===== src/rtl/cla5_word_sequencer.sv =====
// rtl/cla5_word_sequencer.sv - multi-cycle wide adder that time-shares one 5-bit CLA slice
// Digits are fed LSB-first; the slice carry is registered between cycles.
module cla5_word_sequencer #(
    parameter int SLICES = 4
) (
    input  logic                  clk,
    input  logic                  rst,
    input  logic                  start,
    input  logic [5*SLICES-1:0]   a,
    input  logic [5*SLICES-1:0]   b,
    input  logic                  cin,
    output logic                  busy,
    output logic                  done,
    output logic [5*SLICES-1:0]   sum,
    output logic                  cout,
    output logic                  ovf,
    output logic [4:0]            slice_a,
    output logic [4:0]            slice_b,
    output logic                  slice_cin,
    input  logic [4:0]            slice_sum,
    input  logic                  slice_cout
);

    localparam int W  = 5 * SLICES;
    localparam int IW = (SLICES > 1) ? $clog2(SLICES) : 1;
    localparam logic [IW-1:0] LAST_IDX = IW'(SLICES - 1);

    typedef enum logic [1:0] {
        ST_IDLE,
        ST_RUN,
        ST_DONE
    } state_t;

    state_t          state_q, state_d;
    logic [W-1:0]    a_q, a_d;
    logic [W-1:0]    b_q, b_d;
    logic [W-1:0]    sum_q, sum_d;
    logic            carry_q, carry_d;
    logic [IW-1:0]   idx_q, idx_d;
    logic            cout_q, cout_d;
    logic            ovf_q, ovf_d;
    logic [4:0]      dig_a, dig_b;
    logic            in_run;

    always_ff @(posedge clk or posedge rst) begin
        if (rst) begin
            state_q <= ST_IDLE;
            a_q     <= '0;
            b_q     <= '0;
            sum_q   <= '0;
            carry_q <= 1'b0;
            idx_q   <= '0;
            cout_q  <= 1'b0;
            ovf_q   <= 1'b0;
        end else begin
            state_q <= state_d;
            a_q     <= a_d;
            b_q     <= b_d;
            sum_q   <= sum_d;
            carry_q <= carry_d;
            idx_q   <= idx_d;
            cout_q  <= cout_d;
            ovf_q   <= ovf_d;
        end
    end

    // Digit mux written as a compare loop so idx never indexes past the operand
    always_comb begin
        dig_a = '0;
        dig_b = '0;
        for (int k = 0; k < SLICES; k++) begin
            if (idx_q == IW'(k)) begin
                dig_a = a_q[5*k +: 5];
                dig_b = b_q[5*k +: 5];
            end
        end
    end

    always_comb begin
        state_d = state_q;
        a_d     = a_q;
        b_d     = b_q;
        sum_d   = sum_q;
        carry_d = carry_q;
        idx_d   = idx_q;
        cout_d  = cout_q;
        ovf_d   = ovf_q;
        case (state_q)
            ST_IDLE, ST_DONE: begin
                if (start) begin
                    a_d     = a;
                    b_d     = b;
                    carry_d = cin;
                    idx_d   = '0;
                    state_d = ST_RUN;
                end else begin
                    state_d = ST_IDLE;
                end
            end
            ST_RUN: begin
                for (int k = 0; k < SLICES; k++) begin
                    if (idx_q == IW'(k)) begin
                        sum_d[5*k +: 5] = slice_sum;
                    end
                end
                carry_d = slice_cout;
                idx_d   = idx_q + IW'(1);
                if (idx_q == LAST_IDX) begin
                    cout_d  = slice_cout;
                    ovf_d   = (a_q[W-1] == b_q[W-1]) && (slice_sum[4] != a_q[W-1]);
                    idx_d   = '0;
                    state_d = ST_DONE;
                end
            end
            default: state_d = ST_IDLE;
        endcase
    end

    assign in_run    = (state_q == ST_RUN);
    assign busy      = in_run;
    assign done      = (state_q == ST_DONE);
    assign sum       = sum_q;
    assign cout      = cout_q;
    assign ovf       = ovf_q;
    assign slice_a   = in_run ? dig_a : 5'd0;
    assign slice_b   = in_run ? dig_b : 5'd0;
    assign slice_cin = in_run & carry_q;

endmodule

===== config.mk =====
export PLATFORM = sky130hd
export DESIGN_NAME = cla5_word_sequencer
export DESIGN_NICKNAME = d
export VERILOG_FILES = /design/src/rtl/cla5_word_sequencer.sv
export SDC_FILE = /design/constraint.sdc
export NUM_CORES = 1
export LEC_CHECK = 0
export BUFFER_PORTS_ARGS = -buffer_cell sky130_fd_sc_hd__buf_2
export CAP_MARGIN = 20
export CORE_ASPECT_RATIO = 0.7
export CORE_UTILIZATION = 47
export DETAILED_ROUTE_END_ITERATION = 12
export GPL_ROUTABILITY_DRIVEN = 0
export HOLD_SLACK_MARGIN = 0.06
export PLACE_DENSITY = 0.74
export SLEW_MARGIN = 20
export SYNTH_ARGS = -nofsm -noshare
export SYNTH_HDL_FRONTEND = slang
export SYNTH_SLANG_ARGS = --single-unit

===== constraint.sdc =====
create_clock -name clk -period 1.6 [get_ports clk]
set_input_delay 0.08 -clock clk [delete_from_list [all_inputs] [get_ports clk]]
set_output_delay 0.08 -clock clk [all_outputs]
set_load 0.02 [all_outputs]

=== Word-level counts from Yosys, hierarchy flattened ===
Cells that the tools add are included.

* Bits in registers: 67
* Input bits: 50

* Add/sub/neg operators: 1
* Eq/ne operators: 9
* Multiplexer cells: 18
* Bitwise operators: 1
* Reduce and logical (&&, ||, !) cells: 11

{| class="wikitable"
|+ Operators with widths
! kind !! number
|-
| 5-bit two-way mux || 10
|-
| 2-bit AND reduction || 6
|-
| 2-bit case mux with 2 select lines || 2
|-
| 2-bit == test (second input constant) || 3
|-
| 2-bit two-way mux || 3
|-
| 2-bit by 1-bit == test with 1-bit output (second input constant) || 2
|-
| 2-bit logical NOT || 2
|-
| 2-bit by 1-bit adder with 2-bit output (second input constant) || 1
|-
| 1-bit two-way mux || 2
|-
| 2-bit by 1-bit != test with 1-bit output (second input constant) || 1
|-
| 2-bit != test (second input constant) || 1
|-
| 1-bit case mux with 2 select lines || 1
|-
| 2-bit nonzero test || 1
|-
| 2-bit OR reduction || 1
|-
| 1-bit bitwise AND || 1
|-
| 1-bit == test || 1
|-
| 1-bit logical AND || 1
|-
| 1-bit != test || 1
|}

=== Longest topological paths before layout ===
* Depth in word-level cells: 6
* Gate-level depth with buffers: 6

=== Least setup slack after synthesis ===
Ideal clock, no wire load.

* Kind: flip-flop to output port
* From: register idx_q[0]
* To: output slice_a[4]
* Arrival: 1,681 ps
* Slack: -161 ps
* Stages on the path, launching flop included: 7
* Path through: dfrtp_1 inv_1 ha_1 nor2b_1 buf_4 a221oi_1 o32ai_1

* Cells in the longest elaborated chain, start to end: 6
* Elaborated cells between the ends (all ways): 9
* Classes of those cells: 3 x eq/ne; 5 x mux; 1 x reduce/logical

{| class="wikitable"
|+ RTL lines
! item !! line !! source
|-
| start: declaration || 39 || <nowiki>logic [IW-1:0] idx_q, idx_d;</nowiki>
|-
| start signal: assignment || 61 || <nowiki>idx_q <= idx_d;</nowiki>
|-
| 2-bit logical NOT || 72 || <nowiki>if (idx_q == IW'(k)) begin</nowiki>
|-
| 5-bit two-way mux (3 in a row) || 72 ||
|-
| 5-bit two-way mux (*) || 72 ||
|-
| 5-bit two-way mux (*) || 125 || <nowiki>assign slice_a = in_run ? dig_a : 5'd0;</nowiki>
|-
| end: declaration || 17 || <nowiki>output logic [4:0] slice_a,</nowiki>
|}

Every way passes the cells marked *; elsewhere a longest branch is shown, timed or not.

=== Worst setup path after layout ===
* From: register idx_q[0]
* To: output slice_b[4]

* Cells in the longest elaborated chain, start to end: 6
* Elaborated cells between the ends (all ways): 9
* Classes of those cells: 3 x eq/ne; 5 x mux; 1 x reduce/logical

{| class="wikitable"
|+ RTL lines
! item !! line !! source
|-
| 2-bit logical NOT || 72 ||
|-
| 5-bit two-way mux (3 in a row) || 72 ||
|-
| 5-bit two-way mux (*) || 72 ||
|-
| 5-bit two-way mux (*) || 126 || <nowiki>assign slice_b = in_run ? dig_b : 5'd0;</nowiki>
|-
| end: declaration || 18 || <nowiki>output logic [4:0] slice_b,</nowiki>
|}

Marked as above.

==> run_results.csv <==
group,metric,value,unit
grt,grt_max_degree,68,
cts,cts_tree,"done",
synth,syn_inst,301,
timing,tightest_slew,0.3611,ns
cts,clkTransAtPathRegs,0.07,ns
detailed_routing,drc_errors,0,
final_layout,final_layout_size_suffix_gt1_share,40.48,%
critical_path,r2r_slack,0.04,ns
synth,synth_top_area_share,56.09,%
floorplan,start_util,50.42,%
detailed_routing,viasPerCell,5.017,
timing,fin_crit_sh,125.3,%
synth,synth_largest_area_cell,"dfrtp_1",
synth,synth_cell_types,28,
critical_path,cp_max_fo,4,
grt,grt_first_pass_wirelength,12850,um
grt,antenna_found_initial,0,
timing,slew_violations,0,
synth,netlist_area,2989,um^2
critical_path,arrival,1.92,ns
timing,setup_viol,10,
final_layout,final.fill_count,369,
floorplan,die_h,68.72,um
synth,yosysSeqAreaShare,56.09,%
synth,synthesis.nets,355,
critical_path,worst_setup_path_start_kind,"flop",
cts,clk_latency,0.35,ns
grt,grt_usage,25.70,%
cts,ctsLongestPathBuffers,2,
final_layout,antenna_cells,0,
detailed_routing,wl_per_cell,16.41,um
final_layout,area_growth,55.50,%
grt,grt_pass1_vias,2632,
synth,syn_avg_cell_area,9.931,um^2
run,max-cap-violations,0,
timing,fmax,499.0,MHz
placement,port_buffers,84,
critical_path,cp.required,1.52,ns
detailed_routing,num_vias,2669,
power_and_ir_drop,total_power,10120,uW
critical_path,cp-end-kind,"output pin",
timing,period_needed,2.004,ns
min_path,holdCritPathClass,"primary input to flop",
timing,setup_ws,-0.4041,ns
power_and_ir_drop,ir_worst_vdd,1.105,mV
floorplan,core,5928,um^2
cts,cts_buffers,9,
power_and_ir_drop,cellLeakagePower,0.002337,uW
cts,htree_levels,3,
final_layout,fin_util,78.41,%
power_and_ir_drop,powerDensity,2177,nW/um^2
timing,finalHoldViolCount,0,
floorplan,die_w,97.32,um
timing,slew_headroom,75.93,%
timing,finalClockSkew,0.01045,ns
detailed_routing,drt_pass1_iterations,4,
floorplan,ios,85,
synth,synthTopCellsByArea,"dfrtp_1 (56%), nand2_1 (16%), mux2_2 (6.0%)",
cts,cts-root-buf,"clkbuf_8",
final_layout,fin_nets,506,
floorplan,std_cell_rows,23,
detailed_routing,drtIter0Drc,109,
synth,ys_ff_latch,67,
detailed_routing,finalWirelength,8731,um
run_status,status,"finished with violations",
detailed_routing,drtAntennaViolNets,0,
cts,clock_sink_count,67,
floorplan,dieArea,6687,um^2
run_status,violations,"setup timing",
timing,worst_hold_slack,0.2890,ns
critical_path,critical_path_class,"flop to output pin",
grt,grt_overflow,0,
placement,hpwlAfterDp,4809,um
timing,rsz0062_at_grt,"yes",
synth,yosysWarnings,0,
## cell families (layout without fill, tap and decap cells)
family,Yosys count,in the layout,synth area share (%)
DFF,67,67,56.09
adders and majority gates,4,4,1.674
buffers and inverters,24,180,4.395
muxes,21,21,8.539
and+or+nand+nor,149,149,20.72
AOI/OAI and AO/OA,36,36,8.580
## stage by stage
step                cells  TNS, ns  setup slack (ns)  instance area (um^2)
finish                532   -3.229           -0.4041                  4648
global route          532   -4.005           -0.4640                  4648
CTS                   528   -2.913           -0.3147                  4567
detailed placement    459   -3.734           -0.4413                  3623
global placement      459   -3.058           -0.3861                  3623
floorplan             301        0           0.01891                  3043
## Yosys cell counts
| library cell | count |
|---|---|
| ha_1 | 4 |
| a221oi_1 | 10 |
| inv_8 | 1 |
| mux2_2 | 16 |
| nand3_1 | 9 |
| o31ai_2 | 1 |
| nor2b_1 | 4 |
| a21oi_1 | 1 |
| nor2_1 | 2 |
| dfrtp_1 | 67 |
| nand2_1 | 126 |
| buf_8 | 1 |
| mux2_4 | 5 |
| o21ai_1 | 7 |
| buf_2 | 9 |
| o31ai_1 | 9 |
| buf_6 | 1 |
| and2_1 | 1 |
| nand2b_1 | 2 |
| nand2_4 | 3 |
| a31oi_1 | 1 |
| and3b_1 | 1 |
| nand3b_1 | 1 |
| inv_1 | 5 |
| o21ai_0 | 5 |
| clkbuf_1 | 6 |
| buf_4 | 1 |
| o32ai_1 | 2 |
## layout make-up
cell class	count	area (um^2)	area share, %
flip-flops and latches	67	1677	36.07
multi-input cells	210	1356	29.18
repair buffers	157	1191	25.63
clock inverters	7	140.1	3.015
clock buffers	9	123.9	2.665
well taps	75	93.84	2.019
inverters	6	55.05	1.184
repair inverters	1	11.26	0.2423
## where the power goes
| group | internal, uW | leakage [uW] | switching (uW) |
|---|---|---|---|
| clock network | 1190 | 0.000125 | 666 |
| registers | 2530 | 0.000814 | 545 |
| logic | 2370 | 0.00140 | 2820 |
## final timing paths
check,start,end,depth (start not counted)
max,idx_q[0],slice_b[4],7
min,start,state_q[0],4
max reg2reg,idx_q[0],sum[17],5
min reg2reg,a_q[17],a_q[17],2
max in group asynchronous,rst,b_q[17],4
min in group asynchronous,rst,a_q[2],4
## registers in the layout (all words and copies together), names as in the netlist
register and flops:
a_q 20, b_q 20, state_q 2, cout 1
carry_q 1, sum 20, ovf 1, idx_q 2
## cell usage in the layout, fill, tap and decap left out, types with 3 or more instances in the layout
cell | Yosys | layout
clkbuf_8 | 0 | 9
buf_6 | 1 | 6
buf_12 | 0 | 4
o21ai_0 | 5 | 3
mux2_2 | 16 | 16
a221oi_2 | 0 | 10
clkinvlp_4 | 0 | 3
nand3_1 | 9 | 9
o31ai_2 | 1 | 8
buf_4 | 1 | 23
nand2_4 | 3 | 3
mux2_4 | 5 | 5
bufinv_16 | 0 | 5
dfrtp_1 | 67 | 67
dlygate4sd3_1 | 0 | 48
buf_2 | 9 | 75
ha_4 | 0 | 3
nand2_1 | 126 | 126
o21ai_1 | 7 | 7
## what timing repair did
item | in CTS | in global routing
hold buffers | 48 | 0
cloned | 1 | 1
pin swaps | 6 | 8
resized for setup | 39 | 11
setup endpoints to repair | 10 | 11
endpoints found under the hold margin | 129 | 0
setup buffers | 4 | 3
## critical path, cell delays in order, from the launching register on
cell	delay, ns
dfrtp_1	0.42
buf_6	0.14
ha_4	0.17
nor2b_4	0.15
buf_6	0.15
a221oi_2	0.07
o32ai_2	0.30
buf_4	0.20
## per-layer routing
metal | track usage [%] | share of wire (%) | up-vias | wire [um]
met1 | 32.16 | 45 | 1273 | 3889
met5 | 0 | 0 | - | 0
li1 | - | - | 1298 | -
met4 | 5.882 | 1.1 | 0 | 96
met2 | 45.42 | 49 | 90 | 4277
met3 | 7.359 | 5.4 | 8 | 468
(Power assumes the default switching activity.)
